==> config.mk <==
export PLATFORM = sky130hd
export DESIGN_NAME = mem_stage
export DESIGN_NICKNAME = d
export VERILOG_FILES = /design/src/rtl/mem_stage.sv
export SDC_FILE = /design/constraint.sdc
export NUM_CORES = 1
export LEC_CHECK = 0
export ABC_AREA = 1
export CORE_ASPECT_RATIO = 0.9
export CORE_MARGIN = 8
export CORE_UTILIZATION = 25
export DETAILED_ROUTE_END_ITERATION = 12
export GPL_TIMING_DRIVEN = 0
export PLACE_DENSITY = 0.58
export SLEW_MARGIN = 0
export SYNTH_ARGS = -nofsm -noshare
export SYNTH_HDL_FRONTEND = slang
export SYNTH_SLANG_ARGS = --single-unit
==> constraint.sdc <==
create_clock -name clk -period 5 [get_ports clk]
set_input_delay 0.5 -clock clk [delete_from_list [all_inputs] [get_ports clk]]
set_output_delay 0.5 -clock clk [all_outputs]
set_load 0.02 [all_outputs]
==> src/rtl/mem_stage.sv <==
// mem_stage: memory-access pipeline stage between execute and write-back.
//   Issues at most one data-memory request per instruction (addr/data
//   handshake), aligns and extends load data, and registers the result with
//   the pass-through control and exception fields for write-back.
// Parameter: PC_RESET - reset value of pc_out.
// Optional feature macro: MEM_FWD_EN - drives the forwarding bus fwd_bus;
//   when undefined fwd_bus is tied to zero.
// Ports:
//   clk, rst                         clock, asynchronous active-high reset
//   in_valid/in_ready                execute-side handshake
//   out_valid/out_ready              write-back handshake (out_valid registered)
//   ex_flush, ertn_flush, next_flush flush indications from write-back
//   this_flush                       this stage holds a flushing instruction
//   pc, result, mem_op, gr_we, dest, rkd_value, md_ctrl, exc_in  execute payload
//   data_req/wr/size/wstrb/addr/wdata, data_addr_ok/data_ok/rdata  memory bus
//   pc_out, result_out, gr_we_out, dest_out, md_ctrl_out, exc_out  registered payload
//   fwd_bus                          {busy, valid, dest[4:0], data[31:0]}
module mem_stage #(
  parameter logic [31:0] PC_RESET = 32'h1c000000
) (
  input  logic        clk,
  input  logic        rst,
  input  logic        in_valid,
  output logic        in_ready,
  output logic        out_valid,
  input  logic        out_ready,
  input  logic        ex_flush,
  input  logic        ertn_flush,
  input  logic        next_flush,
  output logic        this_flush,
  input  logic [31:0] pc,
  input  logic [31:0] result,
  input  logic [7:0]  mem_op,
  input  logic        gr_we,
  input  logic [4:0]  dest,
  input  logic [31:0] rkd_value,
  input  logic [8:0]  md_ctrl,
  input  logic [49:0] exc_in,
  output logic        data_req,
  output logic        data_wr,
  output logic [1:0]  data_size,
  output logic [3:0]  data_wstrb,
  output logic [31:0] data_addr,
  output logic [31:0] data_wdata,
  input  logic        data_addr_ok,
  input  logic        data_data_ok,
  input  logic [31:0] data_rdata,
  output logic [31:0] pc_out,
  output logic [31:0] result_out,
  output logic        gr_we_out,
  output logic [4:0]  dest_out,
  output logic [8:0]  md_ctrl_out,
  output logic [49:0] exc_out,
  output logic [38:0] fwd_bus
);

  typedef enum logic [1:0] {
    S_IDLE  = 2'd0,
    S_WAIT  = 2'd1,
    S_HOLD  = 2'd2,
    S_DRAIN = 2'd3
  } state_t;

  state_t      r_state;
  state_t      w_state_nxt;
  logic [31:0] r_buf;

  logic        w_acc, w_ld, w_st;
  logic        w_has_exc, w_ertn, w_wb_flush, w_kill;
  logic        w_ready_go, w_load_en;
  logic [31:0] w_raw, w_ld_value, w_final;

  // mem_op bits: 0 ld.b, 1 ld.h, 2 ld.w, 3 ld.bu, 4 ld.hu; off = addr[1:0]
  function automatic logic [31:0] load_extend(input logic [7:0]  op,
                                              input logic [1:0]  off,
                                              input logic [31:0] raw);
    logic [7:0]  b;
    logic [15:0] h;
    case (off)
      2'd0:    b = raw[7:0];
      2'd1:    b = raw[15:8];
      2'd2:    b = raw[23:16];
      default: b = raw[31:24];
    endcase
    h = off[1] ? raw[31:16] : raw[15:0];
    if (op[0])      load_extend = {{24{b[7]}}, b};
    else if (op[3]) load_extend = {24'd0, b};
    else if (op[1]) load_extend = {{16{h[15]}}, h};
    else if (op[4]) load_extend = {16'd0, h};
    else            load_extend = raw;
  endfunction

  assign w_acc      = |mem_op;
  assign w_ld       = |mem_op[4:0];
  assign w_st       = |mem_op[7:5];
  assign w_has_exc  = exc_in[47];
  assign w_ertn     = exc_in[48];
  assign w_wb_flush = ex_flush | ertn_flush;
  assign w_kill     = w_has_exc | w_ertn | next_flush | w_wb_flush;
  assign this_flush = in_valid & (w_has_exc | w_ertn | next_flush);

  assign data_req   = (r_state == S_IDLE) & in_valid & w_acc & !w_kill;
  assign data_wr    = w_st;
  assign data_addr  = result;

  // Killed and non-memory instructions never wait on the bus.
  assign w_ready_go = !in_valid | w_kill | !w_acc
                    | ((r_state == S_WAIT) & data_data_ok)
                    | (r_state == S_HOLD);
  assign in_ready   = (r_state != S_DRAIN) & (!in_valid | (w_ready_go & out_ready));
  assign w_load_en  = in_valid & w_ready_go & out_ready;

  // Once stalled, the response lives in r_buf; the bus may have moved on.
  assign w_raw      = (r_state == S_HOLD) ? r_buf : data_rdata;
  assign w_ld_value = load_extend(mem_op, result[1:0], w_raw);
  assign w_final    = w_ld ? w_ld_value : result;

  // Request size, byte strobes and replicated store data
  always_comb begin
    data_size  = 2'd0;
    data_wstrb = 4'h0;
    data_wdata = rkd_value;
    if (mem_op[7]) begin
      data_size  = 2'd2;
      data_wstrb = 4'hf;
    end else if (mem_op[6]) begin
      data_size  = 2'd1;
      data_wstrb = result[1] ? 4'b1100 : 4'b0011;
      data_wdata = {2{rkd_value[15:0]}};
    end else if (mem_op[5]) begin
      data_size  = 2'd0;
      data_wstrb = 4'b0001 << result[1:0];
      data_wdata = {4{rkd_value[7:0]}};
    end else if (mem_op[2]) begin
      data_size  = 2'd2;
    end else if (mem_op[1] | mem_op[4]) begin
      data_size  = 2'd1;
    end else begin
      data_size  = 2'd0;
    end
  end

  // Access FSM next-state logic
  always_comb begin
    w_state_nxt = r_state;
    case (r_state)
      S_IDLE: begin
        if (data_req & data_addr_ok) w_state_nxt = S_WAIT;
        else                         w_state_nxt = S_IDLE;
      end
      S_WAIT: begin
        if (data_data_ok) begin
          if (out_ready | w_wb_flush) w_state_nxt = S_IDLE;
          else                        w_state_nxt = S_HOLD;
        end else if (w_wb_flush) begin
          w_state_nxt = S_DRAIN;
        end else begin
          w_state_nxt = S_WAIT;
        end
      end
      S_HOLD: begin
        if (out_ready | w_wb_flush) w_state_nxt = S_IDLE;
        else                        w_state_nxt = S_HOLD;
      end
      S_DRAIN: begin
        if (data_data_ok) w_state_nxt = S_IDLE;
        else              w_state_nxt = S_DRAIN;
      end
      default: w_state_nxt = S_IDLE;
    endcase
  end

  // Access FSM state register
  always_ff @(posedge clk or posedge rst) begin
    if (rst) r_state <= S_IDLE;
    else     r_state <= w_state_nxt;
  end

  // Response buffer, filled only on the WAIT -> HOLD transition
  always_ff @(posedge clk or posedge rst) begin
    if (rst)
      r_buf <= 32'd0;
    else if ((r_state == S_WAIT) & data_data_ok & !out_ready & !w_wb_flush)
      r_buf <= data_rdata;
  end

  // Write-back valid; frozen while write-back stalls
  always_ff @(posedge clk or posedge rst) begin
    if (rst)
      out_valid <= 1'b0;
    else if (out_ready)
      out_valid <= in_valid & w_ready_go & !w_wb_flush;
  end

  // Write-back payload registers
  always_ff @(posedge clk or posedge rst) begin
    if (rst) begin
      pc_out      <= PC_RESET;
      result_out  <= 32'd0;
      gr_we_out   <= 1'b0;
      dest_out    <= 5'd0;
      md_ctrl_out <= 9'd0;
      exc_out     <= 50'd0;
    end else if (w_load_en) begin
      pc_out      <= pc;
      result_out  <= w_final;
      gr_we_out   <= gr_we;
      dest_out    <= dest;
      md_ctrl_out <= md_ctrl;
      exc_out     <= exc_in;
    end
  end

`ifdef MEM_FWD_EN
  logic w_fwd_valid, w_fwd_busy;
  // md_ctrl[8] = res_from_div, md_ctrl[7] = res_from_mul
  assign w_fwd_valid = in_valid & gr_we & (dest != 5'd0);
  assign w_fwd_busy  = w_fwd_valid & ((w_ld & !w_ready_go) | md_ctrl[7] | md_ctrl[8]);
  assign fwd_bus     = {w_fwd_busy, w_fwd_valid, dest, (w_ready_go ? w_final : result)};
`else
  assign fwd_bus = 39'd0;
`endif

endmodule

# Word level (Yosys, flattened, before mapping)
# Index checks and enable logic that the tools add are counted.
# word_totals
register_bits,164
out_inout_bits,243
elab_cells,76
# classes
eq_ne,6
n_shift,1
mux,26
bitwise,24
n_reduce_logical,10
# op_table
operator,count
32-bit two-way mux,9
8-bit case mux with 3 select lines,1
16-bit two-way mux,1
2-bit two-way mux,8
4-bit two-way mux,4
1-bit bitwise AND,13
1-bit OR,11
2-bit case mux with 4 select lines,1
8-bit OR reduction,1
2-bit == test (second input constant),3
1-bit zero test,5
5-bit OR reduction,1
2-bit by 1-bit == test with 1-bit output (second input constant),2
2-bit zero test,2
1-bit by 2-bit left shift with 4-bit output (first input constant),1
3-bit OR reduction,1
1-bit two-way mux,2
2-bit != test (second input constant),1

# Longest topological paths before layout
# depth
ltp_word,10
depth_mapped,13
depth_no_buf,11

# Worst setup path after synthesis
# OpenSTA, ideal clock, no wires.
# synth_path
path_kind,input-to-output
start,input port mem_op[5]
end,output port data_wdata[13]
arrival_time_ns,1.681
required_ns,4.500
slack_ns,2.819
path_stages,6
path_cell_list,buf_2 -> nand2_1 -> nor2_1 -> clkbuf_1 -> nand2_1 -> o21ai_0
# synth_between
elab_chain_cells,3
# synth_lines
element,line,rtl
"start, declared",33,"input logic [7:0] mem_op,"
32-bit two-way mux,130,end else if (mem_op[5]) begin
32-bit two-way mux,126,end else if (mem_op[6]) begin
32-bit two-way mux,123,if (mem_op[7]) begin
"end, declared",44,"output logic [31:0] data_wdata,"
# Every way passes these cells.

# Worst setup path in the final report
# layout_path
start,input port mem_op[7]
end,output port data_wdata[14]
# layout_between
elab_chain_cells,1
# layout_lines
element,line
32-bit two-way mux,123
# Every way passes these cells.

==> metrics.log <==
[metrics] unrepaired setup endpoints after global routing: no
[metrics] Avg Vias per Cell: 4.27
[metrics] ratio of final minimum period to clock period: 73.2%
[metrics] post-synthesis cell count: 1232
[metrics] portion of total power attributed to sequential cells: 36.9%
[metrics] family with the most delay on the worst path: buffers and inverters
[metrics] DR iter-0 viols: 556
[metrics] average size of a mapped cell: 7.22 sq um
[metrics] CP arrival: 3.16 ns
[metrics] residual antenna-violating net count after detailed routing: 0
[metrics] Net Sw Power: 0.00138 W
[metrics] dominant synthesized flop cell: sky130_fd_sc_hd__dfrtp_1
[metrics] normalized max-slew margin: 57.7%
[metrics] Reg2Reg Setup Slack: 2.87 ns
[metrics] number of levels the H-tree was split into: 4
[metrics] sort of element at the start of the critical path: input pin
[metrics] maximum frequency from static timing analysis: 273 MHz
[metrics] share of final-layout standard cells stronger than drive strength 1: 10.3%
[metrics] number of register bits inferred by synthesis: 164
[metrics] count of unique library cells instantiated by Yosys: 31
[metrics] placed instance count: 2151
[metrics] full die area: 41900 sq um
[metrics] die height: 195 um
[metrics] cell area after layout: 14400 sq um
[metrics] max-slew violations: 0
[metrics] Skew-Pair Late Insertion Delay: 0.45 ns
[metrics] number of synthesis warnings: 0
[metrics] hold crit path type: reg2reg
[metrics] antenna violations before repair: 1
[metrics] static leakage: 7.17 nW
[metrics] number of CTS-inserted buffers: 17
[metrics] Multi-input gate area: 3700 sq um
[metrics] Internal: 0.00290 W
[metrics] wire per inst: 18.2 um
[metrics] clock tree root driver cell: sky130_fd_sc_hd__clkbuf_16
[metrics] routability congestion estimate: 0.858
[metrics] boundary pin count: 453
[metrics] Area Overhead vs Synth: 61.5%
[metrics] category of the most critical setup path: in2out
[metrics] cell area after technology mapping: 8890 sq um
[metrics] global-route wire length before repair: 60.5 mm
[metrics] number of enable flip-flop cells after synthesis: 0
[metrics] CP Max Fanout: 10
[metrics] cell count along the critical path: 8
[metrics] proportion of power drawn by combinational gates: 31.0%
[metrics] Synth async-reset ratio: 100%
[metrics] 1st-pass router iterations: 5
[metrics] min Tclk post-route: 3.66 ns
[metrics] Port-buffer cells: 411
[metrics] worst-path cell with the longest stage delay: sky130_fd_sc_hd__clkdlybuf4s50_1
[metrics] total core area: 35100 sq um
[metrics] Reg2Reg Launch Point: r_state[1]
[metrics] number of nets in the final layout: 1911
[metrics] critical path endpoint: data_wdata[14]
[metrics] row count: 65
[metrics] Detailed Route WL: 39.8 mm
[metrics] data required time at the worst endpoint: 4.50 ns
[metrics] global routing usage summed across all routing layers: 18.8%
[metrics] Max stage delay on crit path: 0.66 ns
[metrics] launching instance or port of the critical path: mem_op[7]
[metrics] post-route non-filler standard cell count: 2184
[metrics] number of buffers added for setup after CTS: 0
[metrics] run status: finished, final reports clean
[metrics] sequential-to-total area share from yosys stat: 46.2%
[metrics] max_cap viols: 0
[metrics] horizontal die dimension: 215 um
[metrics] PnR Total Power: 0.00428 W
[metrics] worst-case clock skew: 0.0142 ns
[metrics] total power density per cell area: 298 nW/um^2
[metrics] largest net degree at the start of global routing: 99
[metrics] count of final setup violators: 0
[metrics] CTS tree: done
[metrics] buffer depth of the longest clock path: 2
[metrics] crit path cell chain: clkdlybuf4s50_1, inv_1, nand2_1, nor2_1, clkbuf_1, nand2_1, o21ai_0, clkdlybuf4s50_1
[metrics] number of remaining DRC errors: 0
[metrics] vias: 9324
[metrics] Num Clock Sinks: 164
[metrics] worst-case reg-to-reg path depth: 11
[metrics] kind of end point of the critical path: primary output
[metrics] hold-fix buffers at CTS: 0
[metrics] detailed-placement wirelength estimate: 32.1 mm
[metrics] Max VDD drop: 0.000236 V
[metrics] worst flop-to-flop path endpoint: result_out[15]
[metrics] CTS clk-pin slew, worst paths: 0.06 ns
[metrics] starting density of the core: 25.4%
[metrics] quantity of gates resized following cts: 0
[metrics] crit path buf inv count: 4
[metrics] cell area after placement: 13800 sq um
[metrics] area of all sequential standard cells: 4110 sq um
[metrics] Sw Share: 32.3%
[metrics] final-layout fill cell count: 3583
[metrics] slew at the pin closest to its max-slew limit: 0.631 ns
[metrics] hold_ws: 0.469 ns
[metrics] portion of total power attributed to the clock network: 32.1%
[metrics] final global-route overflow total: 0
[metrics] number of global-route vias before repair: 9661
[metrics] count of final hold-check violations: 0
==> stage by stage <==
step           TNS, ns  worst slack [ns]  util, %
6_report             0              1.34     41.0
5_1_grt              0              1.13     41.0
4_1_cts              0              1.35     41.0
3_5_place_dp         0              1.35     39.3
3_3_place_gp   -450.12             -2.80     39.2
2_1_floorplan        0            0.0716        -
==> registers in the layout (all words and copies together), names as in the netlist <==
name,flops
dest_out,5
exc_out,50
gr_we_out,1
md_ctrl_out,9
out_valid,1
pc_out,32
r_buf,32
r_state,2
result_out,32
==> worst min path at each step <==
| stage | startpoint | endpoint | depth (start not counted) |
|---|---|---|---|
| final | pc_out[27] | pc_out[27] | 2 |
| after global routing | result_out[25] | result_out[25] | 2 |
| after CTS | pc_out[27] | pc_out[27] | 2 |
| after detailed placement | pc_out[26] | pc_out[26] | 2 |
| after global placement | pc_out[26] | pc_out[26] | 2 |
| after floorplan | r_buf[10] | r_buf[10] | 2 |
==> layout make-up <==
cell class | instances | area share, %
timing repair buffer | 412 | 28.8
sequential | 164 | 28.6
multi-input combinational | 886 | 25.7
buffer | 138 | 6.42
tap | 469 | 4.08
clock buffer | 19 | 3.01
inverter | 82 | 2.19
clock inverter | 13 | 1.11
antenna | 1 | 0.0174
==> synthesized netlist by cell type, types with 4 or more instances <==
| library cell | instances | area (sq um) |
|---|---|---|
| sky130_fd_sc_hd__clkbuf_1 | 15 | 56.3 |
| sky130_fd_sc_hd__nand2_1 | 543 | 2040 |
| sky130_fd_sc_hd__and2_1 | 7 | 43.8 |
| sky130_fd_sc_hd__buf_4 | 93 | 698 |
| sky130_fd_sc_hd__o21ai_1 | 7 | 35.0 |
| sky130_fd_sc_hd__buf_2 | 26 | 130 |
| sky130_fd_sc_hd__a21oi_1 | 43 | 215 |
| sky130_fd_sc_hd__nor2_1 | 100 | 375 |
| sky130_fd_sc_hd__o21ai_0 | 55 | 275 |
| sky130_fd_sc_hd__dfrtp_1 | 161 | 4030 |
| sky130_fd_sc_hd__inv_1 | 77 | 289 |
| sky130_fd_sc_hd__mux2_2 | 8 | 90.1 |
| sky130_fd_sc_hd__inv_2 | 4 | 15.0 |
| sky130_fd_sc_hd__nand3_1 | 62 | 310 |
| sky130_fd_sc_hd__o211ai_1 | 8 | 60.1 |
==> power groups by stage <==
stage	clock [W]	combinational (W)	sequential [W]
after floorplan	0	0.000438	0.00177
after global placement	0	0.00134	0.00160
after detailed placement	0	0.00134	0.00160
after CTS	0.00142	0.00135	0.00158
after global routing	0.00147	0.00144	0.00160
final	0.00137	0.00133	0.00158
==> routing by layer <==
metal | GRT usage [%] | routed length (um) | vias up
met4 | 4.82 | 639 | 0
met5 | 0 | 0 | -
met2 | 31.2 | 18800 | 350
li1 | - | - | 4629
met1 | 23.3 | 17100 | 4314
met3 | 6.05 | 3260 | 31
==> layout by cell type, fill, tap and decap left out, types with 2 or more instances in the layout <==
master and instances:
sky130_fd_sc_hd__and2_1 7, sky130_fd_sc_hd__nor2_1 100, sky130_fd_sc_hd__clkinvlp_4 2, sky130_fd_sc_hd__inv_1 76, sky130_fd_sc_hd__inv_2 4, sky130_fd_sc_hd__nand2_1 543
sky130_fd_sc_hd__o211ai_1 8, sky130_fd_sc_hd__nand2_2 3, sky130_fd_sc_hd__clkbuf_16 17, sky130_fd_sc_hd__dfrtp_1 161, sky130_fd_sc_hd__buf_2 26, sky130_fd_sc_hd__dfstp_2 3
sky130_fd_sc_hd__mux2_2 8, sky130_fd_sc_hd__o21ai_1 7, sky130_fd_sc_hd__clkdlybuf4s50_1 411, sky130_fd_sc_hd__clkinv_4 4, sky130_fd_sc_hd__buf_6 3, sky130_fd_sc_hd__clkbuf_1 17
sky130_fd_sc_hd__nand4_1 2, sky130_fd_sc_hd__buf_4 93, sky130_fd_sc_hd__a21oi_1 43, sky130_fd_sc_hd__nand3_1 62, sky130_fd_sc_hd__o21ai_0 55, sky130_fd_sc_hd__bufinv_16 3
sky130_fd_sc_hd__conb_1 39, sky130_fd_sc_hd__clkinv_2 4
==> worst min-delay path, cell delays in order, from the launching register on <==
cell and delay, ns:
sky130_fd_sc_hd__dfstp_2 0.37, sky130_fd_sc_hd__nand2_1 0.05, sky130_fd_sc_hd__nand2_1 0.05
==> kinds of logic after synthesis <==
logic type	count (synthesis)	share of synthesized area, %
other	1	0.0422
buffers and inverters	220	13.8
AO/OA/AOI/OAI	117	6.92
multiplexers	8	1.01
flip-flops	164	46.2
AND/OR/NAND/NOR	722	32.0
Note: power is estimated with default switching activity, not from simulation.
